===== src/rtl/pc_fetch_unit_if.sv =====
// ----------------------------------------------------------------------------
// pc_fetch_unit_if
// Bundles the PC interface (ROB redirect, dispatch consume, instruction
// presentation) and the instruction-cache request/response bus of the fetch
// front end.
//   master : the fetch unit (drives PC, instructions and cache requests)
//   slave  : the surrounding core (ROB, dispatch, instruction cache)
// Signals:
//   jump_address/wr      redirect target and strobe from the ROB
//   inc/inc2             dispatch consumed one / two instructions
//   address              PC of the oldest buffered instruction
//   instr0/instr1        two oldest buffered words
//   instr_valid          [0]=instr0 valid, [1]=instr1 valid
//   icache_req/addr      fetch request valid / aligned 8-byte address
//   icache_ready         cache accepts the request this cycle
//   icache_rvalid/rdata  response valid / two words {addr+4, addr}
// ----------------------------------------------------------------------------
interface pc_fetch_unit_if;
    logic [31:0] jump_address;
    logic        wr;
    logic        inc;
    logic        inc2;
    logic [31:0] address;
    logic [31:0] instr0;
    logic [31:0] instr1;
    logic [1:0]  instr_valid;
    logic        icache_req;
    logic [31:0] icache_addr;
    logic        icache_ready;
    logic        icache_rvalid;
    logic [63:0] icache_rdata;

    modport master (
        input  jump_address, wr, inc, inc2,
        input  icache_ready, icache_rvalid, icache_rdata,
        output address, instr0, instr1, instr_valid,
        output icache_req, icache_addr
    );

    modport slave (
        output jump_address, wr, inc, inc2,
        output icache_ready, icache_rvalid, icache_rdata,
        input  address, instr0, instr1, instr_valid,
        input  icache_req, icache_addr
    );
endinterface


===== src/rtl/pc_fetch_unit.sv =====
// ----------------------------------------------------------------------------
// pc_fetch_unit
// Program-counter owner and instruction-fetch front end. Issues aligned
// 8-byte fetches to the instruction cache, buffers returned words in a FIFO
// and presents the two oldest instructions to dispatch. The ROB redirects
// the PC; dispatch advances it.
// Ports:
//   clk           clock
//   reset         synchronous, active-low reset
//   bus           pc_fetch_unit_if.master (PC interface + icache bus)
//   stall_cycles  (only with FETCH_PERF_CNT_EN) saturating count of cycles
//                 with no valid instruction and no redirect
// Parameters:
//   RESET_VECTOR  start PC after reset (4-byte aligned)
//   DEPTH         FIFO entries in 32-bit words (power of two, >= 4)
// Optional feature macro: FETCH_PERF_CNT_EN
// ----------------------------------------------------------------------------
module pc_fetch_unit #(
    parameter logic [31:0] RESET_VECTOR = 32'h0000_0000,
    parameter int          DEPTH        = 8
) (
    input  logic                 clk,
    input  logic                 reset,
    pc_fetch_unit_if.master      bus
`ifdef FETCH_PERF_CNT_EN
    ,
    output logic [31:0]          stall_cycles
`endif
);

    localparam int PTR_W = $clog2(DEPTH);
    localparam int CNT_W = PTR_W + 1;
    localparam logic [CNT_W-1:0] DEPTH_C = CNT_W'(DEPTH);

    // Architectural state
    logic [31:0]      pc_r;
    logic [31:0]      fetch_pc_r;
    logic [31:0]      mem_r [DEPTH];
    logic [PTR_W-1:0] rd_ptr_r;
    logic [PTR_W-1:0] wr_ptr_r;
    logic [CNT_W-1:0] count_r;
    logic             outstanding_r;
    logic             epoch_r;
    logic             tag_r;
    logic             req_odd_r;
    // Set when reset hit an unanswered request; the late response is eaten.
    logic             drop_r;

    // Combinational control
    logic [CNT_W-1:0] free_s;
    logic             req_s;
    logic             accept_s;
    logic             resp_ok_s;
    logic [1:0]       push_n_s;
    logic [1:0]       pop_n_s;
    logic [31:0]      push_w0_s;
    logic [31:0]      push_w1_s;
    logic [31:0]      jump_aligned_s;

    // Request issue, response acceptance and consume decode
    always_comb begin
        free_s         = DEPTH_C - count_r;
        jump_aligned_s = bus.jump_address & 32'hFFFF_FFFC;
        // reset gates the request so nothing is accepted while in reset
        req_s          = reset & ~outstanding_r & ~drop_r & ~bus.wr &
                         (free_s >= CNT_W'(2));
        accept_s       = req_s & bus.icache_ready;
        resp_ok_s      = bus.icache_rvalid & ~drop_r & ~bus.wr & (tag_r == epoch_r);

        push_n_s  = 2'd0;
        push_w0_s = bus.icache_rdata[31:0];
        push_w1_s = bus.icache_rdata[63:32];
        if (resp_ok_s) begin
            if (req_odd_r) begin
                // jump into the odd word: only the upper word is wanted
                push_n_s  = 2'd1;
                push_w0_s = bus.icache_rdata[63:32];
            end else begin
                push_n_s  = 2'd2;
            end
        end else begin
            push_n_s = 2'd0;
        end

        // inc2 wins over inc; a consume larger than the buffer is ignored
        pop_n_s = 2'd0;
        if (bus.wr) begin
            pop_n_s = 2'd0;
        end else if (bus.inc2) begin
            pop_n_s = (count_r >= CNT_W'(2)) ? 2'd2 : 2'd0;
        end else if (bus.inc) begin
            pop_n_s = (count_r >= CNT_W'(1)) ? 2'd1 : 2'd0;
        end else begin
            pop_n_s = 2'd0;
        end
    end

    // PC, fetch pointer, FIFO bookkeeping and request tracking
    always_ff @(posedge clk) begin
        if (!reset) begin
            pc_r          <= RESET_VECTOR;
            fetch_pc_r    <= RESET_VECTOR;
            rd_ptr_r      <= '0;
            wr_ptr_r      <= '0;
            count_r       <= '0;
            outstanding_r <= 1'b0;
            epoch_r       <= 1'b0;
            tag_r         <= 1'b0;
            req_odd_r     <= 1'b0;
            // remember an unanswered request unless its answer is here now
            drop_r        <= (outstanding_r | drop_r) & ~bus.icache_rvalid;
        end else begin
            if (bus.wr) begin
                pc_r       <= jump_aligned_s;
                fetch_pc_r <= jump_aligned_s;
                rd_ptr_r   <= '0;
                wr_ptr_r   <= '0;
                count_r    <= '0;
                epoch_r    <= ~epoch_r;
            end else begin
                pc_r     <= pc_r + 32'({pop_n_s, 2'b00});
                rd_ptr_r <= rd_ptr_r + PTR_W'(pop_n_s);
                wr_ptr_r <= wr_ptr_r + PTR_W'(push_n_s);
                count_r  <= count_r + CNT_W'(push_n_s) - CNT_W'(pop_n_s);
                if (accept_s) begin
                    fetch_pc_r <= (fetch_pc_r & 32'hFFFF_FFF8) + 32'd8;
                end else begin
                    fetch_pc_r <= fetch_pc_r;
                end
            end

            if (accept_s) begin
                outstanding_r <= 1'b1;
                tag_r         <= epoch_r;
                req_odd_r     <= fetch_pc_r[2];
            end else if (bus.icache_rvalid && !drop_r) begin
                outstanding_r <= 1'b0;
            end else begin
                outstanding_r <= outstanding_r;
            end

            if (bus.icache_rvalid) begin
                drop_r <= 1'b0;
            end else begin
                drop_r <= drop_r;
            end
        end
    end

    // FIFO storage write port (data only, no reset needed)
    always_ff @(posedge clk) begin
        if (push_n_s != 2'd0) begin
            mem_r[wr_ptr_r] <= push_w0_s;
        end
        if (push_n_s == 2'd2) begin
            mem_r[wr_ptr_r + PTR_W'(1)] <= push_w1_s;
        end
    end

    assign bus.address     = pc_r;
    assign bus.instr0      = mem_r[rd_ptr_r];
    assign bus.instr1      = mem_r[rd_ptr_r + PTR_W'(1)];
    assign bus.instr_valid = {(count_r >= CNT_W'(2)), (count_r >= CNT_W'(1))};
    assign bus.icache_req  = req_s;
    assign bus.icache_addr = fetch_pc_r & 32'hFFFF_FFF8;

`ifdef FETCH_PERF_CNT_EN
    logic [31:0] stall_r;

    // Saturating count of cycles with an empty buffer and no redirect
    always_ff @(posedge clk) begin
        if (!reset) begin
            stall_r <= 32'd0;
        end else if ((count_r == '0) && !bus.wr && (stall_r != 32'hFFFF_FFFF)) begin
            stall_r <= stall_r + 32'd1;
        end else begin
            stall_r <= stall_r;
        end
    end

    assign stall_cycles = stall_r;
`endif

endmodule


===== src/flat_wrapper.sv =====
// flat-port wrapper written by rule: the top's interface ports become plain ports
module pc_fetch_unit_flat 
#(
    parameter logic [31:0] RESET_VECTOR = 32'h0000_0000,
    parameter int          DEPTH        = 8
)
  (clk, reset, bus_jump_address, bus_wr, bus_inc, bus_inc2, bus_icache_ready, bus_icache_rvalid, bus_icache_rdata, bus_address, bus_instr0, bus_instr1, bus_instr_valid, bus_icache_req, bus_icache_addr);
  pc_fetch_unit_if bus_i ();
  input  logic clk;
  input  logic reset;
  input wire logic [$bits(bus_i.jump_address)-1:0] bus_jump_address;
  input wire logic [$bits(bus_i.wr)-1:0] bus_wr;
  input wire logic [$bits(bus_i.inc)-1:0] bus_inc;
  input wire logic [$bits(bus_i.inc2)-1:0] bus_inc2;
  input wire logic [$bits(bus_i.icache_ready)-1:0] bus_icache_ready;
  input wire logic [$bits(bus_i.icache_rvalid)-1:0] bus_icache_rvalid;
  input wire logic [$bits(bus_i.icache_rdata)-1:0] bus_icache_rdata;
  output wire logic [$bits(bus_i.address)-1:0] bus_address;
  output wire logic [$bits(bus_i.instr0)-1:0] bus_instr0;
  output wire logic [$bits(bus_i.instr1)-1:0] bus_instr1;
  output wire logic [$bits(bus_i.instr_valid)-1:0] bus_instr_valid;
  output wire logic [$bits(bus_i.icache_req)-1:0] bus_icache_req;
  output wire logic [$bits(bus_i.icache_addr)-1:0] bus_icache_addr;
  assign bus_i.jump_address = bus_jump_address;
  assign bus_i.wr = bus_wr;
  assign bus_i.inc = bus_inc;
  assign bus_i.inc2 = bus_inc2;
  assign bus_i.icache_ready = bus_icache_ready;
  assign bus_i.icache_rvalid = bus_icache_rvalid;
  assign bus_i.icache_rdata = bus_icache_rdata;
  assign bus_address = bus_i.address;
  assign bus_instr0 = bus_i.instr0;
  assign bus_instr1 = bus_i.instr1;
  assign bus_instr_valid = bus_i.instr_valid;
  assign bus_icache_req = bus_i.icache_req;
  assign bus_icache_addr = bus_i.icache_addr;
  pc_fetch_unit #(.RESET_VECTOR(RESET_VECTOR), .DEPTH(DEPTH)) u_core (.clk(clk), .reset(reset), .bus(bus_i));
endmodule

===== config.mk =====
export PLATFORM = sky130hd
export DESIGN_NAME = pc_fetch_unit_flat
export DESIGN_NICKNAME = d
export VERILOG_FILES = /design/src/rtl/pc_fetch_unit_if.sv /design/src/rtl/pc_fetch_unit.sv /design/src/flat_wrapper.sv
export SDC_FILE = /design/constraint.sdc
export NUM_CORES = 1
export LEC_CHECK = 0
export CORE_ASPECT_RATIO = 1.75
export CORE_MARGIN = 3
export CORE_UTILIZATION = 33
export CTS_CLUSTER_SIZE = 25
export DETAILED_ROUTE_END_ITERATION = 12
export PLACE_DENSITY = 0.53
export SLEW_MARGIN = 10
export SYNTH_ARGS = -nofsm -noshare
export SYNTH_HDL_FRONTEND = slang
export SYNTH_SLANG_ARGS = --single-unit
export TNS_END_PERCENT = 20

===== constraint.sdc =====
create_clock -name clk -period 8.8 [get_ports clk]
set_clock_uncertainty 0.2 [all_clocks]
set_input_delay 0.88 -clock clk [delete_from_list [all_inputs] [get_ports clk]]
set_output_delay 0.88 -clock clk [all_outputs]
set_load 0.01 [all_outputs]

After elaboration in Yosys (flattened, before gate mapping)
Memory sizes are Yosys's and may differ from the RTL's. A register that Yosys moved wholly into a read port is not among the register bits. Cells that the tools add are included.

Register bits after elaboration: 79. Memory bits (writable): 256. Input bits: 103. Output and inout bits: 131. Logic and storage cells: 71. Memories kept: 1.

Add/subtract/negate cells: 9. Order comparisons: 3. Eq/ne operators: 3. Muxes and demuxes: 21. Bitwise operators: 16. Reduce and logical (&&, ||, !) cells: 6.

Memories: u_core.mem_r (words 8, bits a word 32, rd ports 2, clocked after memory_dff 1, wr ports 2, line pc_fetch_unit.sv:38) `logic [31:0] mem_r [DEPTH];`.

Operators with widths (number): 32-bit 2-to-1 mux (5); 32-bit by 4-bit adder with 32-bit output (1); 32-bit by 4-bit adder with 32-bit output (second input constant) (1); 2-bit 2-to-1 mux (6); 1-bit bitwise AND (9); 1-bit 2-to-1 mux (9); 4-bit by 2-bit >= comparator with 1-bit output (second input constant) (2); 3-bit by 1-bit adder with 3-bit output (second input constant) (2); 3-bit by 2-bit adder with 3-bit output (2); 1-bit NOT (6); 2-bit nonzero test (3); 4-bit by 2-bit adder with 4-bit output (1); 4-bit by 1-bit >= comparator with 1-bit output (second input constant) (1); 4-bit by 2-bit subtractor with 4-bit output (1); 4-bit subtractor (first input constant) (1); 3-bit 2-to-1 mux (1); 2-bit == test (second input constant) (1); 2-bit by 1-bit != test with 1-bit output (second input constant) (1); 2-bit OR reduction (1); 1-bit == test (1); 1-bit logical AND (1); 1-bit zero test (1); 1-bit OR (1).

Longest topological paths before layout
Depth after elaboration: 8. Mapped depth: 13. Gate-level depth less buffers: 13.

Least setup slack after synthesis
Ideal clock, no wire load.

Path type: input to register. From: input bus_icache_rvalid. To: memory u_core.mem_r[0][0], enable pin. Setup time: 0.470 ns. Arrival time: 3.817 ns. Data required time: 8.130 ns. Setup slack: 4.314 ns. Cell stages on the path: 5. Path buffers: 1. Path through: nand2b_1 -> nor3_2 -> buf_4 -> nand2_1 -> o31ai_1.

RTL lines: start, declared (line flat_wrapper.sv:16) `input wire logic [$bits(bus_i.icache_rvalid)-1:0] bus_icache_rvalid;`; end, declared (line pc_fetch_unit.sv:38).

Worst setup path after layout
From: register u_core.rd_ptr_r[1]. To: output bus_instr1[31].

Longest elaborated chain between the ends: 2.

RTL lines: start, declared (line pc_fetch_unit.sv:39) `logic [PTR_W-1:0] rd_ptr_r;`; start signal, assigned (line pc_fetch_unit.sv:122) `rd_ptr_r <= rd_ptr_r + PTR_W'(pop_n_s);`; 3-bit by 1-bit adder with 3-bit output (line pc_fetch_unit.sv:162) `assign bus.instr1 = mem_r[rd_ptr_r + PTR_W'(1)];`; memory read 8 x 32 bit; end, declared (line flat_wrapper.sv:20) `output wire logic [$bits(bus_i.instr1)-1:0] bus_instr1;`.

Every way passes these cells.

==> results.ini <==
[sta]
final.min_clock_period_ns=4.725
slew_violations=0
hold_viol=0
fin_tns_setup_ns=0
timing.fmax_mhz=211.6
whs_ns=0.2568
post-route-period-util_pct=53.69
setup_ws_ns=4.075
worstMarginPinSlew_ns=1.117
max_slew_margin_pct=25.55
rsz0062_at_grt=no
setup_viol=0

[pwr]
leakage_nw=7.464
swShare_pct=25.98
p_total_mw=3.765
switchingPower_mw=0.9783
ir_drop_v=0.0001231
sequentialPowerShare_pct=47.0
combPwrFrac_pct=15.8
pwr_density_cell_nw_per_um2=161.7
p_clk_share_pct=37.2
p_int_mw=2.787

[yosys]
synth_most_common_cell=a21oi_1
synth.area.top_cells=edfxtp_1 40%, mux4_2 15%, dfxtp_1 7.6%
synth-edff-count=257
syn_area_um2=19530
async_reset_ff_share_pct=0
synth_common_cells=288 x a21oi_1, 282 x nor2_1, 257 x edfxtp_1
yosysSeqAreaShare_pct=47.10
syn-instance-count=1699
yosysTopAreaCell=edfxtp_1
yosys_register_bits=331
yosys.area.top_type_share_pct=39.52
yosysWarnings=0
postSynthAreaPerCell_um2=11.49
ys_types=69
synthFlopType=edfxtp_1

[clock_network]
htreeDepth=2
ctsRootBufferMaster=clkbuf_16
clk_pin_slew_ns=0.06
cts_setup_buffers=0
cts_buffers=36
clock_latency_ns=0.52
cts_buffer_depth=3
cts_tree=yes
numClockSinks=331
ctsHoldBuffers=0
cts_resized=0

[finish]
utilization_pct=39.86
regArea_um2=9208
multi_input_comb_area_um2=9469
synthToLayoutAreaGrowth_pct=19.21
final_nets=1926
drive_gt1_share_pct=18.13
n_fill_cell=5506

[floorplan]
start_util_pct=33.43
rows=117
die_h_um=327.8
die_x_um=189.9
fp.coreArea_um2=58410
ios=234
dieArea_um2=62250

[critical_path]
worst_ep_arrival_time_ns=3.65
crit_path_end_kind=output pin
rr_startpoint=u_core.count_r[1]$_SDFF_PP0_
crit_path_start=u_core.rd_ptr_r[1]$_SDFF_PP0_
cp-start-kind=flip-flop
cp.required_ns=7.72
path_max_fanout=64
crit_type=reg2out

[route]
wirelength_mm=59.80
drt-pass1-iter-count=5
drcViolationCount=0
vias=14253
postRouteAntennaNets=0
routed_via_density=5.471
drt_iter0_markers=1194
avgRoutedWirePerCell_um=22.96

[hold_path]
hold_class=reg2reg
hold_start=u_core.outstanding_r$_SDFFE_PN0P_

[placement]
gp_congestion=0.8019
port_buffers=226
post-place-ws_ns=3.807
dp_hpwl_mm=36.18

[job]
cap_violations=0

[global_route]
overflow=0
track_usage_pct=18.87
grt_pass1_wl_mm=89.71
grt_pass1_vias=14723
grt_max_degree=79
antenna_found_initial=9

[outcome]
status=completed

==> power by group through the flow <==
| stage | clock (mW) | combinational (mW) | sequential [mW] |
|---|---|---|---|
| after floorplan | 0 | 0.363 | 1.79 |
| after global placement | 0 | 0.593 | 1.80 |
| after detailed placement | 0 | 0.600 | 1.80 |
| after CTS | 1.44 | 0.604 | 1.77 |
| after global routing | 1.49 | 0.646 | 1.78 |
| final | 1.40 | 0.594 | 1.77 |
==> placed cells by master (no fill, tap or decap), types with 7 or more instances in the layout <==
cell type,count
xnor2_1,29
dfxtp_1,71
inv_1,25
edfxtp_1,257
buf_4,29
xor2_1,7
nor2_1,282
clkinv_1,10
mux2_2,65
nand4_1,12
nor3_1,10
and3_1,8
and4_1,7
nand3_1,22
ha_1,16
nand2_1,63
a31oi_1,8
or3_1,9
and2_1,14
clkdlybuf4s50_1,226
nor4_1,13
clkbuf_16,36
a21oi_1,288
mux4_2,128
mux2i_4,29
o21ai_0,28
==> per-layer routing <==
metal  share of wire [%]  global-route usage [%]  up-vias
met1                  38                   22.47     7060
met2                  51                   33.16      577
met5               0.064                       0        -
li1                    -                       -     6509
met4                 3.4                   6.740        6
met3                 7.7                   4.410      101
==> critical path, cell delays in order (launching register included) <==
cell and delay (ns):
dfxtp_4 0.77, ha_4 0.98, mux4_2 0.61, mux2_2 0.27, clkdlybuf4s50_1 0.47
==> sequential cells by signal, indices dropped and copies added, names as in the netlist <==
signal	count
u_core.bus.address	30
u_core.req_odd_r	1
u_core.rd_ptr_r	3
u_core.fetch_pc_r	30
u_core.tag_r	1
u_core.drop_r	1
u_core.count_r	4
u_core.outstanding_r	1
u_core.epoch_r	1
u_core.wr_ptr_r	3
u_core.mem_r	256
==> per-stage QoR <==
step / instance area [um2] / cells
5_1_grt: 23270 / 2600
3_3_place_gp: 22220 / 2536
3_5_place_dp: 22220 / 2536
2_1_floorplan: 19540 / 1703
6_report: 23280 / 2605
4_1_cts: 23260 / 2599
==> kinds of logic after synthesis <==
kind of cell / Yosys count / synth area share (%)
xor+xnor: 38 / 1.743
compound gates: 384 / 10.80
mux: 230 / 22.32
flops: 331 / 47.10
other cells: 1 / 0.01920
simple gates: 472 / 10.95
buf+inv: 221 / 5.465
fa+ha+maj: 22 / 1.602
==> layout make-up <==
class                           instances  area share [%]
Clock inverter                         21          0.5160
Multi-Input combinational cell       1151           40.68
Antenna cell                            6         0.06450
Tap cell                              773           4.155
Timing Repair Buffer                  255           10.65
Clock buffer                           42           3.966
Inverter                               26          0.4192
Sequential cell                       331           39.55
==> final timing paths <==
path / end / slack (ns) / cells after the start
worst max-delay path: bus_instr1[31] / 4.07 / 4
worst min-delay path: u_core.outstanding_r$_SDFFE_PN0P_ / 0.26 / 2
worst max register to register: u_core.bus.address[26]$_SDFF_PN0_ / 5.23 / 12
worst min register to register: u_core.outstanding_r$_SDFFE_PN0P_ / 0.26 / 2
(Power assumes the default switching activity.)
